`src/rtl/exp6_apresentador_sequencia_if.sv`:
```
// ----------------------------------------------------------------------------
// exp6_apresentador_sequencia_if
// Purpose : groups the control/ROM signals of the sequence presenter.
//           Signal names carry the presenter's point of view (i_ = into
//           the presenter, o_ = out of it).
// Signals : i_iniciar   start request
//           i_limite    last ROM address to show
//           i_dado      ROM data (synchronous ROM, 1-cycle latency)
//           o_endereco  ROM address
//           o_leds      element currently shown
//           o_ocupado   presenter busy
//           o_pronto    1-cycle pulse when the sequence has been shown
//           o_db_estado state code for debug
//           i_abortar   abort request (only with EXP6_APRESENTADOR_ABORTA_EN)
// Modports: master = controller/ROM side, slave = presenter.
// ----------------------------------------------------------------------------
interface exp6_apresentador_sequencia_if #(
  parameter int ADDR_W = 4
);
  logic              i_iniciar;
  logic [ADDR_W-1:0] i_limite;
  logic [3:0]        i_dado;
  logic [ADDR_W-1:0] o_endereco;
  logic [3:0]        o_leds;
  logic              o_ocupado;
  logic              o_pronto;
  logic [3:0]        o_db_estado;
`ifdef EXP6_APRESENTADOR_ABORTA_EN
  logic              i_abortar;

  modport master (
    output i_iniciar, i_limite, i_dado, i_abortar,
    input  o_endereco, o_leds, o_ocupado, o_pronto, o_db_estado
  );
  modport slave (
    input  i_iniciar, i_limite, i_dado, i_abortar,
    output o_endereco, o_leds, o_ocupado, o_pronto, o_db_estado
  );
`else
  modport master (
    output i_iniciar, i_limite, i_dado,
    input  o_endereco, o_leds, o_ocupado, o_pronto, o_db_estado
  );
  modport slave (
    input  i_iniciar, i_limite, i_dado,
    output o_endereco, o_leds, o_ocupado, o_pronto, o_db_estado
  );
`endif
endinterface

```
`src/rtl/exp6_apresentador_sequencia.sv`:
```
// ----------------------------------------------------------------------------
// exp6_apresentador_sequencia
// Purpose : plays the stored sequence back on the LEDs. Walks the ROM from
//           address 0 up to a limit latched at start; every element is lit
//           for T_ACESO cycles and followed by a dark gap of T_APAGADO cycles.
// Ports   : i_clock  system clock (rising edge)
//           i_reset  synchronous, active-high; returns to OCIOSO
//           io_bus   exp6_apresentador_sequencia_if.slave (start, limit,
//                    ROM address/data, LEDs, busy, done pulse, state code)
// Option  : EXP6_APRESENTADOR_ABORTA_EN adds i_abortar to the interface and
//           the ABORTADO state (code 5). Without it ABORTADO is unreachable.
// ----------------------------------------------------------------------------
module exp6_apresentador_sequencia #(
  parameter int T_ACESO   = 1000,
  parameter int T_APAGADO = 500,
  parameter int ADDR_W    = 4
) (
  input  logic                          i_clock,
  input  logic                          i_reset,
  exp6_apresentador_sequencia_if.slave  io_bus
);

  localparam int T_MAX   = (T_ACESO > T_APAGADO) ? T_ACESO : T_APAGADO;
  localparam int TIMER_W = $clog2(T_MAX) + 1;
  localparam logic [TIMER_W-1:0] ACESO_ULT   = TIMER_W'(T_ACESO - 1);
  localparam logic [TIMER_W-1:0] APAGADO_ULT = TIMER_W'(T_APAGADO - 1);

  typedef enum logic [3:0] {
    S_OCIOSO   = 4'd0,
    S_CARREGA  = 4'd1,
    S_ACESO    = 4'd2,
    S_APAGADO  = 4'd3,
    S_FIM      = 4'd4,
    S_ABORTADO = 4'd5
  } estado_t;

  estado_t           r_estado;
  logic [TIMER_W-1:0] r_timer;
  logic [ADDR_W-1:0] r_endereco;
  logic [ADDR_W-1:0] r_limite;
  logic              r_pronto;
  logic              r_ocupado;

  estado_t           w_estado_prox;
  logic              w_abortar;
  logic              w_aceita;
  logic              w_fim_apagado;

`ifdef EXP6_APRESENTADOR_ABORTA_EN
  assign w_abortar = io_bus.i_abortar;
`else
  assign w_abortar = 1'b0;
`endif

  // Start is only honoured while idle; busy-time requests are dropped.
  assign w_aceita      = (r_estado == S_OCIOSO) && io_bus.i_iniciar;
  // Last gap cycle of an element that was not aborted.
  assign w_fim_apagado = (r_estado == S_APAGADO) && (r_timer == APAGADO_ULT) && !w_abortar;

  // Next-state decode.
  always_comb begin
    w_estado_prox = r_estado;
    case (r_estado)
      S_OCIOSO: begin
        if (io_bus.i_iniciar) w_estado_prox = S_CARREGA;
        else                  w_estado_prox = S_OCIOSO;
      end
      S_CARREGA: begin
        if (w_abortar) w_estado_prox = S_ABORTADO;
        else           w_estado_prox = S_ACESO;
      end
      S_ACESO: begin
        if (w_abortar)                  w_estado_prox = S_ABORTADO;
        else if (r_timer == ACESO_ULT)  w_estado_prox = S_APAGADO;
        else                            w_estado_prox = S_ACESO;
      end
      S_APAGADO: begin
        if (w_abortar)                       w_estado_prox = S_ABORTADO;
        else if (r_timer == APAGADO_ULT) begin
          if (r_endereco == r_limite)        w_estado_prox = S_FIM;
          else                               w_estado_prox = S_CARREGA;
        end else                             w_estado_prox = S_APAGADO;
      end
      S_FIM:      w_estado_prox = S_OCIOSO;
      S_ABORTADO: w_estado_prox = S_OCIOSO;
      default:    w_estado_prox = S_OCIOSO;
    endcase
  end

  // State, timer, address/limit registers and registered status outputs.
  always_ff @(posedge i_clock) begin
    if (i_reset) begin
      r_estado   <= S_OCIOSO;
      r_timer    <= {TIMER_W{1'b0}};
      r_endereco <= {ADDR_W{1'b0}};
      r_limite   <= {ADDR_W{1'b0}};
      r_pronto   <= 1'b0;
      r_ocupado  <= 1'b0;
    end else begin
      r_estado <= w_estado_prox;

      // Timer restarts on every state entry and only runs in the timed states.
      if (w_estado_prox != r_estado) begin
        r_timer <= {TIMER_W{1'b0}};
      end else if ((r_estado == S_ACESO) || (r_estado == S_APAGADO)) begin
        r_timer <= r_timer + TIMER_W'(1);
      end else begin
        r_timer <= r_timer;
      end

      // Address only advances when the limit was not yet reached, so it
      // never wraps even with the limit at the top address.
      if (w_aceita) begin
        r_endereco <= {ADDR_W{1'b0}};
        r_limite   <= io_bus.i_limite;
      end else if (w_fim_apagado && (r_endereco != r_limite)) begin
        r_endereco <= r_endereco + ADDR_W'(1);
        r_limite   <= r_limite;
      end else begin
        r_endereco <= r_endereco;
        r_limite   <= r_limite;
      end

      r_pronto  <= (w_estado_prox == S_FIM);
      r_ocupado <= (w_estado_prox != S_OCIOSO);
    end
  end

  assign io_bus.o_endereco  = r_endereco;
  assign io_bus.o_ocupado   = r_ocupado;
  assign io_bus.o_pronto    = r_pronto;
  assign io_bus.o_db_estado = r_estado;
  // LEDs follow the ROM directly while lit; dark in every other state.
  assign io_bus.o_leds      = (r_estado == S_ACESO) ? io_bus.i_dado : 4'd0;

endmodule

```
`src/flat_wrapper.sv`:
```
// flat-port wrapper written by rule: the top's interface ports become plain ports
module exp6_apresentador_sequencia_flat 
#(
  parameter int T_ACESO   = 1000,
  parameter int T_APAGADO = 500,
  parameter int ADDR_W    = 4
)
  (i_clock, i_reset, io_bus_i_iniciar, io_bus_i_limite, io_bus_i_dado, io_bus_o_endereco, io_bus_o_leds, io_bus_o_ocupado, io_bus_o_pronto, io_bus_o_db_estado);
  exp6_apresentador_sequencia_if #(.ADDR_W(ADDR_W)) io_bus_i ();
  input  logic i_clock;
  input  logic i_reset;
  input wire logic [$bits(io_bus_i.i_iniciar)-1:0] io_bus_i_iniciar;
  input wire logic [$bits(io_bus_i.i_limite)-1:0] io_bus_i_limite;
  input wire logic [$bits(io_bus_i.i_dado)-1:0] io_bus_i_dado;
  output wire logic [$bits(io_bus_i.o_endereco)-1:0] io_bus_o_endereco;
  output wire logic [$bits(io_bus_i.o_leds)-1:0] io_bus_o_leds;
  output wire logic [$bits(io_bus_i.o_ocupado)-1:0] io_bus_o_ocupado;
  output wire logic [$bits(io_bus_i.o_pronto)-1:0] io_bus_o_pronto;
  output wire logic [$bits(io_bus_i.o_db_estado)-1:0] io_bus_o_db_estado;
  assign io_bus_i.i_iniciar = io_bus_i_iniciar;
  assign io_bus_i.i_limite = io_bus_i_limite;
  assign io_bus_i.i_dado = io_bus_i_dado;
  assign io_bus_o_endereco = io_bus_i.o_endereco;
  assign io_bus_o_leds = io_bus_i.o_leds;
  assign io_bus_o_ocupado = io_bus_i.o_ocupado;
  assign io_bus_o_pronto = io_bus_i.o_pronto;
  assign io_bus_o_db_estado = io_bus_i.o_db_estado;
  exp6_apresentador_sequencia #(.T_ACESO(T_ACESO), .T_APAGADO(T_APAGADO), .ADDR_W(ADDR_W)) u_core (.i_clock(i_clock), .i_reset(i_reset), .io_bus(io_bus_i));
endmodule
```
`config.mk`:
```
export PLATFORM = sky130hd
export DESIGN_NAME = exp6_apresentador_sequencia_flat
export DESIGN_NICKNAME = d
export VERILOG_FILES = /design/src/rtl/exp6_apresentador_sequencia_if.sv /design/src/rtl/exp6_apresentador_sequencia.sv /design/src/flat_wrapper.sv
export SDC_FILE = /design/constraint.sdc
export NUM_CORES = 1
export LEC_CHECK = 0
export BUFFER_PORTS_ARGS = -buffer_cell sky130_fd_sc_hd__buf_2
export CORE_ASPECT_RATIO = 1.25
export CORE_MARGIN = 2
export CORE_UTILIZATION = 39
export CTS_CLUSTER_DIAMETER = 30
export DETAILED_ROUTE_END_ITERATION = 12
export GPL_TIMING_DRIVEN = 0
export MAX_ROUTING_LAYER = met4
export PLACE_DENSITY = 0.64
export SLEW_MARGIN = 0
export SYNTH_ARGS = -nofsm -noshare
export SYNTH_HDL_FRONTEND = slang
export SYNTH_SLANG_ARGS = --single-unit
export TNS_END_PERCENT = 10
```
`constraint.sdc`:
```
create_clock -name i_clock -period 4.1 [get_ports i_clock]
set_input_delay 0.615 -clock i_clock [delete_from_list [all_inputs] [get_ports i_clock]]
set_output_delay 0.615 -clock i_clock [all_outputs]
set_load 0.1 [all_outputs]
```
### Word-level counts from Yosys, hierarchy flattened

Cells that the tools add are included.

| storage, ports and cells | value |
|---|---|
| bits in registers | 25 |
| latch bits | 0 |
| bits in writable memories | 0 |
| bits in read-only memories | 0 |
| input bits | 11 |
| output and inout bits | 14 |
| logic and storage cells | 31 |
| memories kept | 0 |

| operators by class | value |
|---|---|
| $add $sub $neg | 2 |
| multipliers | 0 |
| div/mod/pow operators | 0 |
| order comparisons | 0 |
| equal/unequal tests | 9 |
| shifts and indexed selects | 0 |
| mux-type cells | 6 |
| bitwise logic cells | 0 |
| reductions and logical operators | 8 |

Operators by type and width:

| operator | number |
|---|---|
| $pmux W4 S4 | 1 |
| $add A11 B1 Y11 const B | 1 |
| $eq A11 B10 Y1 const B | 1 |
| $eq A11 B9 Y1 const B | 1 |
| $eq A4 B2 Y1 const B | 2 |
| $ne A4 B4 Y1 | 2 |
| $mux W3 | 2 |
| $add A4 B1 Y4 const B | 1 |
| $eq A4 B1 Y1 const B | 1 |
| $eq A4 B3 Y1 const B | 1 |
| $eq A4 B4 Y1 | 1 |
| $logic_not A4 Y1 | 1 |
| $mux W4 | 1 |
| $reduce_bool A4 Y1 | 1 |
| $reduce_or A2 Y1 | 2 |
| $logic_and A1 B1 Y1 | 3 |
| $mux W1 | 2 |
| $logic_or A1 B1 Y1 | 1 |

### Depth between registers and ports, before layout

Gate-level depths: netlist of the first run.

| logic depth | value |
|---|---|
| depth in word-level cells | 6 |
| mapped depth | 6 |
| gate-level depth less buffers | 5 |

### Least setup slack after synthesis of the first run

OpenSTA, ideal clock, no wires.

| path | value |
|---|---|
| path kind | reg-to-output |
| start point | register u_core.r_estado[1], in the netlist u_core.io_bus.o_db_estado[1] |
| end point | output io_bus_o_leds[0] |
| arrival | 2,391 ps |
| required time | 3,485 ps |
| slack | 1,094 ps |
| cell stages (with the launch flop) | 5 |
| buffers on the path | 1 |
| cells stage by stage | dfxtp_1 -> buf_2 -> inv_1 -> nor3_1 -> and2_1 |

| between the ends | value |
|---|---|
| word-level cells in the longest chain between the ends | 2 |

RTL lines:

| element | RTL line | text |
|---|---|---|
| start: declaration | exp6_apresentador_sequencia.sv:37 | `estado_t r_estado;` |
| start signal: assignment | exp6_apresentador_sequencia.sv:100 | `r_estado <= w_estado_prox;` |
| $eq A4 B2 Y1 | exp6_apresentador_sequencia.sv:134 | `assign io_bus.o_leds = (r_estado == S_ACESO) ? io_bus.i_dado : 4'd0;` |
| $mux W4 | exp6_apresentador_sequencia.sv:134 |  |
| end: declaration | flat_wrapper.sv:16 | `output wire logic [$bits(io_bus_i.o_leds)-1:0] io_bus_o_leds;` |

No other way between the ends.

### Final worst setup path of the first run

| path | value |
|---|---|
| start point | register u_core.r_estado[1], in the netlist u_core.io_bus.o_db_estado[1] |
| end point | output io_bus_o_leds[1] |

The elaborated chain is that of the path after synthesis.

==> out/metrics.yaml, run 1 <==
status: "finished clean"
dp_hpwl_um: 1870
die_x_um: 53.9
max_clock_freq_mhz: 400
leakage_nw: 0.551
syn_area_um2: 1220
r2r_end: "u_core.io_bus.o_endereco[3]"
ioPinCount: 25
syn-instance-count: 129
drc: 0
ys_types: 43
fin_crit_ns: 2.50
crit_fanout: 8
setup_viol: 0
yosysTopAreaCell: "dfxtp_1"
synth_enable_flop_cells: 0
core_um2: 2950
htree_levels: 1
final_cell_mix: "buf_2, dfxtp_1, nor2_1, xnor2_1"
layout.nets: 169
synthesis.nets: 142
firstDrtPassIters: 4
hold_viol_final: 0
synth_flop_cell: "dfxtp_1"
routed_wirelength_um: 2430
gp_congestion: 0.785
hold_path_depth: 3
async_flop_share_pct: 0
overflow: 0
synth-seq-area-share_pct: 39.5
synth_area_leaders: "dfxtp_1, xnor2_1, nor2_1"
post-route-period-util_pct: 61.0
fin_ws_ns: 1.60
vias: 1011
clk_pin_slew_ns: 0.13
diodes: 0
fin_skew_ns: 0.00893
cts-buffers-inserted: 3
grt_pass1_vias: 966
rsz0062_at_grt: "no"
r2r_cells: 5
grt_pass1_wl_um: 4020
routedWlPerCell_um: 12.7
cap_viol_max_count: 0
clockBufferDepth: 2
area_growth_pct: 15.7
critical_path_class: "flip-flop to primary output"
die_h_um: 66.4
ys_seq_elements: 24
grt_usage_pct: 16.0
cts_resized: 0
clock_latency_ns: 0.32
holdCritStartpoint: "io_bus_i_limite[1]"
ys_warn_count: 0
finalNonFillerCells: 191
hp-class: "input pin to flip-flop"
power_density_nw_per_um2: 319
slew_headroom_pct: 55.5
cts_setup_buffers: 0
ir_drop_mv: 0.162
yosysTopAreaCellShare_pct: 39.5
clock-sinks: 24
min_to: "u_core.r_limite[1]"
tightest_slew_ns: 0.666
arrival_ns: 1.88
die_area_um2: 3580
r2r-start: "u_core.r_timer[0]"
syn_area_per_cell_um2: 9.43
holdBufCountCts: 0
ant_nets: 0
port_buffers: 22
initial_core_util_pct: 41.3
required_ns: 3.48
reg2reg_slack_ns: 2.25
cts_tree: "built"
fin_setup_tns_ns: 0
cts_root_buf: "clkbuf_4"
pre_cts_slack_ns: 1.95
grt_max_degree: 14
detail_route.vias_per_cell: 5.29
antenna_found_initial: 0
cp-start-kind: "flip-flop"
drive_gt1_share_pct: 26.5
drtIter0Drc: 15
rows: 22
cp-end-kind: "primary output"
dp.cells: 187
slew_viol_final: 0
[worst max-delay path, stage by stage, from the launching register on]
cell and delay (ns):
dfxtp_1 0.35, buf_2 0.18, inv_1 0.07, nor3_1 0.37
and2_1 0.18, buf_2 0.42
[cell type report]
cell class | count | area (um2)
Fill cell | 279 | 1540
Multi-Input combinational cell | 98 | 703
Sequential cell | 24 | 480
Timing Repair Buffer | 22 | 110
Tap cell | 36 | 45.0
Clock buffer | 4 | 36.3
Buffer | 5 | 25.0
Inverter | 2 | 7.51
[state kept, by name, summed over array words and instances (netlist names)]
register / flops
u_core.r_timer: 11
u_core.io_bus.o_endereco: 4
u_core.r_limite: 4
u_core.io_bus.o_db_estado: 3
u_core.io_bus.o_ocupado: 1
u_core.io_bus.o_pronto: 1
[report_power, final]
group	leakage (nW)	internal [mW]	switching [mW]
logic	0.336	0.0221	0.0601
clock network	0.0210	0.0543	0.0687
registers	0.195	0.239	0.00460
[worst max path at each step]
stage | startpoint | endpoint | slack [ns] | cells past startpoint
after detailed placement | u_core.io_bus.o_db_estado[1] | io_bus_o_leds[1] | 1.95 | 5
after global placement | u_core.io_bus.o_db_estado[1] | io_bus_o_leds[0] | 2.00 | 5
after global routing | u_core.io_bus.o_db_estado[1] | io_bus_o_leds[2] | 1.38 | 5
after floorplan | u_core.io_bus.o_db_estado[1] | io_bus_o_leds[0] | 1.09 | 4
after CTS | u_core.io_bus.o_db_estado[1] | io_bus_o_leds[1] | 1.56 | 5
final | u_core.io_bus.o_db_estado[1] | io_bus_o_leds[1] | 1.60 | 5
[metrics by stage]
stage          hold WS (ns)  total power [mW]  util (%)  area [um2]
2_1_floorplan         0.482             0.315         -        1220
3_3_place_gp          0.504             0.330      46.6        1370
3_5_place_dp          0.517             0.331      46.6        1370
4_1_cts               0.520             0.457      47.8        1410
5_1_grt               0.522             0.470      47.8        1410
6_report              0.527             0.449      47.8        1410
[synth_stat cells (2+ instances only)]
| cell | n |
|---|---|
| a21oi_1 | 3 |
| a32oi_1 | 2 |
| and2_1 | 5 |
| buf_2 | 2 |
| clkbuf_1 | 2 |
| dfxtp_1 | 24 |
| ha_1 | 2 |
| inv_1 | 2 |
| mux2i_1 | 5 |
| nand2_1 | 5 |
| nand3_1 | 4 |
| nand4_1 | 3 |
| nand4b_1 | 2 |
| nor2_1 | 18 |
| nor3_1 | 2 |
| nor3b_4 | 2 |
| nor4_1 | 5 |
| o21ai_0 | 3 |
| o31ai_1 | 2 |
| xnor2_1 | 9 |
| xor2_1 | 5 |
[logic make-up (layout without fill, tap and decap cells)]
logic type	Yosys count	in the layout	share of synthesized area (%)
fa+ha+maj	2	2	2.06
flops	24	24	39.5
compound gates	15	15	8.74
simple gates	61	61	32.5
mux	5	5	4.12
other cells	1	1	0.308
buf+inv	7	33	2.68
xor+xnor	14	14	10.1
[routing by layer]
layer	wire length, um	share of wire (%)	GRT usage, %	vias up
li1	-	-	-	515
met5	0	0	-	-
met2	1250	51	26.4	15
met4	46	1.9	9.94	0
met3	78	3.2	2.26	4
met1	1060	44	17.5	477
Power figures use the tool's default switching activity.
==> run 2: changes to the inputs <==
--- a/config.mk
+++ b/config.mk
@@ -13,7 +13,7 @@
 export DETAILED_ROUTE_END_ITERATION = 12
 export GPL_TIMING_DRIVEN = 0
 export MAX_ROUTING_LAYER = met4
-export PLACE_DENSITY = 0.64
+export PLACE_DENSITY = 0.66
 export SLEW_MARGIN = 0
 export SYNTH_ARGS = -nofsm -noshare
 export SYNTH_HDL_FRONTEND = slang
==> constraint.sdc (replaced) <==
create_clock -name i_clock -period 2.15 [get_ports i_clock]
set_input_delay 0.3225 -clock i_clock [delete_from_list [all_inputs] [get_ports i_clock]]
set_output_delay 0.3225 -clock i_clock [all_outputs]
set_load 0.1 [all_outputs]
==> run 2 against run 1 <==
Sequential share of layout area down 0.19 points. Die area stayed put. Hold slack got worse by 0.29 ns. Largest power group unchanged.
==> out/metrics.yaml, run 2 (synthesis results as in run 1) <==
gp_congestion: 0.833  # +6.2%
clockBufferDepth: 2  # unchanged
clk_pin_slew_ns: 0.13  # about the same
antenna_found_initial: 0  # unchanged
required_ns: 1.83  # -1.65 ns
vias: 1021  # +0.99%
multiInputGateArea_um2: 713  # +1.4%
critical_path_class: "flip-flop to primary output"
firstDrtPassIters: 3  # -1
largest_reg_flops: 11  # unchanged
largest-register: "u_core.r_timer"
hold_viol_final: 0  # unchanged
clock-sinks: 24  # unchanged
leakage_nw: 0.557  # +1.0%
setup_viol: 0  # unchanged
diodes: 0  # unchanged
port_buffers: 22  # unchanged
fin_crit_ns: 2.00
cap_viol_max_count: 0  # unchanged
dp_hpwl_um: 1900  # +1.4%
ant_nets: 0  # unchanged
fill_cells: 270  # -3.2%
cp-start-kind: "flip-flop"
layout.nets: 169  # unchanged
initial_core_util_pct: 41.3  # unchanged
drtIter0Drc: 14  # -1
grt_pass1_wl_um: 4240  # +5.5%
seqCellArea_um2: 487  # +1.3%
grt_max_degree: 14  # unchanged
htree_levels: 1  # unchanged
core_um2: 2950  # unchanged
fin_skew_ns: 0.00463  # -0.00430 ns
finalNonFillerCells: 191  # unchanged
clock_latency_ns: 0.31  # about the same
die_x_um: 53.9  # unchanged
ir_drop_mv: 0.311  # +93%
arrival_ns: 1.68  # -0.20 ns
status: "finished clean"
slew_viol_final: 0  # unchanged
layout_commonest_cell: "buf_2"
fin_setup_tns_ns: 0  # unchanged
drc: 0  # unchanged
max_clock_freq_mhz: 499
post-route-period-util_pct: 93.2
routed_wirelength_um: 2460  # +1.2%
drive_gt1_share_pct: 32.9  # +6.5 points
tightest_slew_ns: 0.697  # +0.0308 ns
dp.cells: 187  # unchanged
ioPinCount: 25  # unchanged
cp-end-kind: "primary output"
rsz0062_at_grt: "no"
final_cell_mix: "buf_2, dfxtp_1, nor2_1, xnor2_1"
grt_usage_pct: 16.4  # +0.45 points
cts_root_buf: "clkbuf_4"
power_density_nw_per_um2: 603  # +89%
crit_fanout: 8  # unchanged
die_h_um: 66.4  # unchanged
die_area_um2: 3580  # unchanged
detail_route.vias_per_cell: 5.35  # +0.99%
area_growth_pct: 17.9
cts_setup_buffers: 0  # unchanged
holdBufCountCts: 0  # unchanged
cts-buffers-inserted: 3  # unchanged
hp-class: "input pin to flip-flop"
grt_pass1_vias: 1003  # +3.8%
routedWlPerCell_um: 12.9  # +1.2%
cts_resized: 4  # +4
overflow: 0  # unchanged
cts_tree: "built"
p_total_mw: 0.865  # +93%
rows: 22  # unchanged
slew_headroom_pct: 53.4  # -2.1 points
-- run 2: final cells by class --
class                      instances  share of cell area [%]
multi-input combinational         98                    49.7
sequential                        24                    33.9
timing repair buffer              22                    8.38
tap                               36                    3.14
clock buffer                       4                    2.53
buffer                             5                    1.75
inverter                           2                   0.524
-- run 2: per-layer routing --
layer / vias up / GRT usage (%) / wire length [um]
met2: 14 / 28.0 / 1330
met1: 483 / 18.5 / 1030
met4: 0 / 7.37 / 45
li1: 518 / - / -
met3: 6 / 2.26 / 53
met5: - / - / 0
-- run 2: critical path: stages (launching register included) --
cell     delay [ns]
dfxtp_2        0.35
buf_2          0.18
inv_1          0.08
nor3_2         0.28
and2_2         0.19
buf_4          0.28
-- run 2: path summary, 6_finish.rpt --
kind              slack, ns                    startpoint  cells after the start                          end
setup / recovery       0.15  u_core.io_bus.o_db_estado[1]                      5             io_bus_o_leds[0]
hold / removal         0.24            io_bus_i_limite[1]                      3           u_core.r_limite[1]
setup reg to reg       0.30             u_core.r_timer[0]                      5  u_core.io_bus.o_endereco[3]
hold reg to reg        0.51   u_core.io_bus.o_endereco[3]                      2  u_core.io_bus.o_endereco[3]
-- run 2: power by group --
part | internal (mW) | leakage, nW | switching (mW) | total, mW
Combinational | 0.0455 | 0.339 | 0.116 | 0.162
Clock | 0.103 | 0.0210 | 0.134 | 0.238
Sequential | 0.456 | 0.197 | 0.00899 | 0.465
Total | 0.605 | 0.557 | 0.260 | 0.865
-- run 2: stage by stage --
stage / utilization, % / hold slack [ns] / setup WS, ns / instance area (um2)
2_1_floorplan: - / 0.440 / 0.0156 / 1230
3_3_place_gp: 46.9 / 0.478 / 0.329 / 1380
3_5_place_dp: 46.9 / 0.495 / 0.289 / 1380
4_1_cts: 48.5 / 0.233 / 0.0445 / 1430
5_1_grt: 48.7 / 0.252 / 0.0327 / 1430
6_report: 48.7 / 0.240 / 0.147 / 1430
